[config.mk]
export PLATFORM = sky130hd
export DESIGN_NAME = regfile_arbiter
export DESIGN_NICKNAME = d
export VERILOG_FILES = /design/src/rtl/regfile_arbiter.sv
export SDC_FILE = /design/constraint.sdc
export NUM_CORES = 1
export LEC_CHECK = 0
export CAP_MARGIN = 20
export CORE_AREA = 4 4 129 131
export CTS_BUF_LIST = sky130_fd_sc_hd__clkbuf_4
export DETAILED_ROUTE_END_ITERATION = 6
export DIE_AREA = 0 0 133 135
export PLACE_DENSITY = 0.57
export SLEW_MARGIN = 20
export SYNTH_ARGS = -nofsm -noshare
export SYNTH_HDL_FRONTEND = slang
export SYNTH_SLANG_ARGS = --single-unit
[constraint.sdc]
create_clock -name clk -period 2.1 [get_ports clk]
set_clock_uncertainty 0.05 [all_clocks]
set_input_delay 0.315 -clock clk [delete_from_list [all_inputs] [get_ports clk]]
set_output_delay 0.315 -clock clk [all_outputs]
set_load 0.005 [all_outputs]
[src/rtl/regfile_arbiter.sv]
// regfile_arbiter: arbitrates core (C) and debug (D) access to one register file; REGFILE_BYPASS_EN forwards a request's own write into its read response
module regfile_arbiter #(
    parameter int STARVE_LIMIT = 4,
    parameter int CNT_W        = 4
) (
    input  logic        clk,
    input  logic        reset,
    input  logic        c_valid,
    output logic        c_ready,
    input  logic        c_we,
    input  logic        c_re,
    input  logic [3:0]  c_rs1,
    input  logic [3:0]  c_rs2,
    input  logic [3:0]  c_rd,
    input  logic [31:0] c_wdata,
    output logic        c_rsp_valid,
    output logic [31:0] c_rdata1,
    output logic [31:0] c_rdata2,
    input  logic        d_valid,
    output logic        d_ready,
    input  logic        d_we,
    input  logic        d_re,
    input  logic [3:0]  d_rs1,
    input  logic [3:0]  d_rs2,
    input  logic [3:0]  d_rd,
    input  logic [31:0] d_wdata,
    output logic        d_rsp_valid,
    output logic [31:0] d_rdata1,
    output logic [31:0] d_rdata2,
    output logic        rf_we,
    output logic        rf_re,
    output logic [3:0]  rf_rs1,
    output logic [3:0]  rf_rs2,
    output logic [3:0]  rf_rd,
    output logic [31:0] rf_wdata,
    input  logic [31:0] rf_rdata1,
    input  logic [31:0] rf_rdata2
);
    logic [CNT_W-1:0] starve_cnt;
    logic             d_prio, gnt_c, gnt_d, rsp_c, rsp_d;
    logic [31:0]      rd1, rd2;
    // grant decision and register-file mux; core wins unless debug has starved long enough
    always_comb begin
        d_prio   = d_valid && starve_cnt == CNT_W'(STARVE_LIMIT);
        gnt_c    = !reset && c_valid && !d_prio;
        gnt_d    = !reset && d_valid && (d_prio || !c_valid);
        c_ready  = gnt_c;
        d_ready  = gnt_d;
        rf_we    = gnt_c ? c_we : gnt_d && d_we;
        rf_re    = gnt_c ? c_re : gnt_d && d_re;
        rf_rs1   = gnt_c ? c_rs1 : gnt_d ? d_rs1 : '0;
        rf_rs2   = gnt_c ? c_rs2 : gnt_d ? d_rs2 : '0;
        rf_rd    = gnt_c ? c_rd : gnt_d ? d_rd : '0;
        rf_wdata = gnt_c ? c_wdata : gnt_d ? d_wdata : '0;
    end
    // starvation counter and response owner/read flag captured at grant
    always_ff @(posedge clk) begin
        if (reset) begin
            starve_cnt <= '0;
            rsp_c      <= 1'b0;
            rsp_d      <= 1'b0;
        end else begin
            starve_cnt <= (d_valid && gnt_c) ? (d_prio ? starve_cnt : starve_cnt + CNT_W'(1)) : '0;
            rsp_c      <= gnt_c && c_re;
            rsp_d      <= gnt_d && d_re;
        end
    end
`ifdef REGFILE_BYPASS_EN
    logic        byp_we;
    logic [3:0]  byp_rd, byp_rs1, byp_rs2;
    logic [31:0] byp_wdata;
    // keep the granted write next to its read so the response can forward it
    always_ff @(posedge clk) begin
        if (reset) begin
            byp_we <= 1'b0;
        end else begin
            byp_we <= rf_we && rf_rd != 4'd0;
        end
        byp_rd    <= rf_rd;
        byp_rs1   <= rf_rs1;
        byp_rs2   <= rf_rs2;
        byp_wdata <= rf_wdata;
    end
    // substitute the request's own write data when it targets a read address
    always_comb begin
        rd1 = (byp_we && byp_rd == byp_rs1) ? byp_wdata : rf_rdata1;
        rd2 = (byp_we && byp_rd == byp_rs2) ? byp_wdata : rf_rdata2;
    end
`else
    // no forwarding: the register file's old value is returned
    always_comb begin
        rd1 = rf_rdata1;
        rd2 = rf_rdata2;
    end
`endif
    // route read data to the owner only; reset suppresses any in-flight response
    always_comb begin
        c_rsp_valid = rsp_c && !reset;
        d_rsp_valid = rsp_d && !reset;
        c_rdata1    = c_rsp_valid ? rd1 : '0;
        c_rdata2    = c_rsp_valid ? rd2 : '0;
        d_rdata1    = d_rsp_valid ? rd1 : '0;
        d_rdata2    = d_rsp_valid ? rd2 : '0;
    end
endmodule

==> results.toml <==
[global_routing]
grt_pass1_wl_mm = 20.9
grt_pass1_vias = 3413
grt_use_total_pct = 15.0
grt_max_degree = 24
grt_overflow = 0
antenna_found_initial = 0

[finish]
seq_area_um2 = 121
fin_area_um2 = 5970
n_fill_cell = 1591
instances_no_fill = 814
nets = 762
area_growth_pct = 274
antenna_cells = 0
drive_gt1_share_pct = 19.1
multiInputGateArea_um2 = 1390

[routing]
wl_per_cell_um = 19.2
drt_wl_total_mm = 15.7
via_per_inst = 3.95
ant_nets = 0
vias = 3218
dr.pass1.iters = 4
drc = 0
drt_iter0_markers = 60

[critical_path]
crit_required_ns = 1.74
r2r_cells = 9
cp-end-kind = "output pin"
cp.arrival_ns = 1.92
crit_type = "flop to output pin"
rrSetupSlack_ns = 0.53
critPathMaxFanout = 6
timing.rr.end = "starve_cnt[2]"
rr_startpoint = "starve_cnt[0]"
start_kind = "flop"

[synth]
synth_area_leaders = "and2_1 51%, a22o_1 25%, dfxtp_1 7.5%"
synth_top_cell_by_area = "and2_1"
ys_seq_area_share_pct = 7.52
yosysWarnings = 0
synth_top_cell_area_share_pct = 50.9
synth.cell_area_um2 = 1600
syn-num-nets = 388
synthCells = 226
synth-seq-cells = 6
synth_cell_types = 18
syn_avg_cell_area_um2 = 7.06

[floorplanning]
io_pins = 338
initial_core_util_pct = 10.2
core_um2 = 15600
die_x_um = 133
die_y_um = 135
dieArea_um2 = 18000
fp-row-count = 46

[clock_tree]
cts.sinks = 6
cts_root_buffer = "clkbuf_4"
cts_buffers = 3
cts_tree = "built"
htreeDepth = 1
clockBufferDepth = 2
clock_latency_ns = 0.24
clkSlewWorstSetupHoldPaths_ns = 0.04

[placement]
postPlaceCellArea_um2 = 5310
dp_hpwl_mm = 11.6
gp_congestion = 0.835
dp.cells = 770
portBuffers = 337
post-place-ws_ns = -0.443

[sta]
period_share_pct = 109
min_period_ns = 2.28
setup_slack_ns = -0.182
setup_violations = 48
relSlewSlack_pct = 82.9
finalHoldViolCount = 0
rsz0062_at_grt = "yes"
drv_slew = 0
clock.fmax_ghz = 0.438
tightest_slew_ns = 0.256

[pwr]
p_per_area_nw_per_um2 = 161
share_comb_of_total_power_pct = 76.7
swShare_pct = 28.5
p_int_uw = 689
seqPwrFrac_pct = 12.2
clkPwrFrac_pct = 11.1
netSwitchingPower_uw = 275
vdd_drop_max_uv = 97.4
power.leakage_nw = 3.54

[min_path]
worstHoldStart = "starve_cnt[0]"
min_path_cells = 2
min_to = "starve_cnt[0]"
hp-class = "flop to flop"

[run_status]
violations = "setup timing"
outcome = "finished with violations"

[run]
drv_cap = 0
==> synthesized netlist by cell type <==
master / instances
inv_1: 5
ha_1: 2
nor2b_1: 2
buf_6: 4
and2_1: 130
buf_2: 2
nand4_1: 1
nand3b_1: 1
nor2_1: 4
a211oi_2: 1
nand3_1: 1
xor2_1: 1
o211a_1: 1
clkbuf_1: 16
dfxtp_1: 6
buf_4: 2
xnor2_1: 1
a22o_1: 46
==> flip-flops by register name, summed over array words and instances (netlist names) <==
signal      count
rsp_c           1
rsp_d           1
starve_cnt      4
==> worst max-delay path, cell delays in order, from the launching register on <==
cell       delay (ns)
dfxtp_2          0.31
inv_1            0.05
ha_1             0.14
nand3b_1         0.14
buf_4            0.19
o211a_4          0.30
clkbuf_16        0.17
a22o_1           0.23
clkbuf_2         0.12
==> power by group through the flow <==
stage                     registers [mW]  logic (mW)  clock network, mW
after floorplan                    0.120       0.135                  0
after global placement             0.119       0.673                  0
after detailed placement           0.119       0.679                  0
after CTS                          0.117       0.720              0.112
after global routing               0.118       0.778              0.119
final                              0.118       0.739              0.107
==> kinds of logic (layout without fill, tap and decap cells) <==
group	Yosys count	in the layout	synth area share, %
xor+xnor	2	2	1.10
simple gates	139	139	53.8
buf+inv	29	400	9.33
compound gates	48	49	26.6
flops	6	6	7.52
fa+ha+maj	2	2	1.57
==> cell usage in the layout, fill, tap and decap left out <==
cell	instances
buf_12	13
clkbuf_4	3
buf_4	19
inv_1	5
clkbuf_16	5
nand4_1	1
dfxtp_2	1
ha_1	2
nand3_1	1
a22o_4	2
clkdlybuf4s50_1	181
buf_16	7
a211oi_4	1
xor2_1	1
dfxtp_1	5
clkbuf_2	4
nor2_1	4
buf_6	12
buf_2	38
nand3b_1	1
dlymetal6s2s_1	43
o211a_4	2
xnor2_1	1
bufbuf_16	5
nor2b_4	2
and2_1	130
dlygate4sd2_1	65
a22o_1	44
==> how the worst max path moves through the flow <==
stage | end | slack, ns | from | cells past startpoint
2_1_floorplan | rf_wdata[10] | 0.36 | starve_cnt[0] | 7
3_3_place_gp | rf_wdata[26] | -0.42 | d_valid | 6
3_5_place_dp | rf_wdata[26] | -0.44 | d_valid | 6
4_1_cts | rf_wdata[26] | -0.25 | starve_cnt[0] | 8
5_1_grt | rf_wdata[8] | -0.29 | starve_cnt[0] | 10
6_report | rf_wdata[10] | -0.18 | starve_cnt[0] | 8
==> per-stage QoR <==
stage	utilization [%]	hold WS (ns)	total power [mW]	TNS, ns
finish	38.3	0.460	0.964	-7.56
detailed placement	34.0	0.467	0.798	-56.20
floorplan	-	0.380	0.255	0
global route	38.3	0.487	1.01	-11.49
CTS	36.9	0.462	0.950	-7.66
global placement	34.0	0.451	0.792	-53.88
==> final cells by class <==
cell class | instances | area share, %
Multi-Input combinational cell | 192 | 23.3
Timing Repair Buffer | 392 | 69.4
Tap cell | 216 | 4.52
Clock buffer | 3 | 0.377
Inverter | 5 | 0.314
Sequential cell | 6 | 2.03
==> repair_timing <==
item,4_1_cts,5_1_grt
buffers inserted,21,3
resized for setup,268,61
hold buffers,0,0
gates cloned,13,8
pin swaps,12,31
setup endpoints to repair,178,92
==> routing by layer <==
metal,global-route usage (%),up-vias,wire [um]
met4,2.83,0,291
met1,17.1,1452,6060
met2,27.6,241,7880
li1,-,1507,-
met3,4.47,18,1420
met5,0,-,0
No activity file was read; power rests on OpenSTA's default activity.
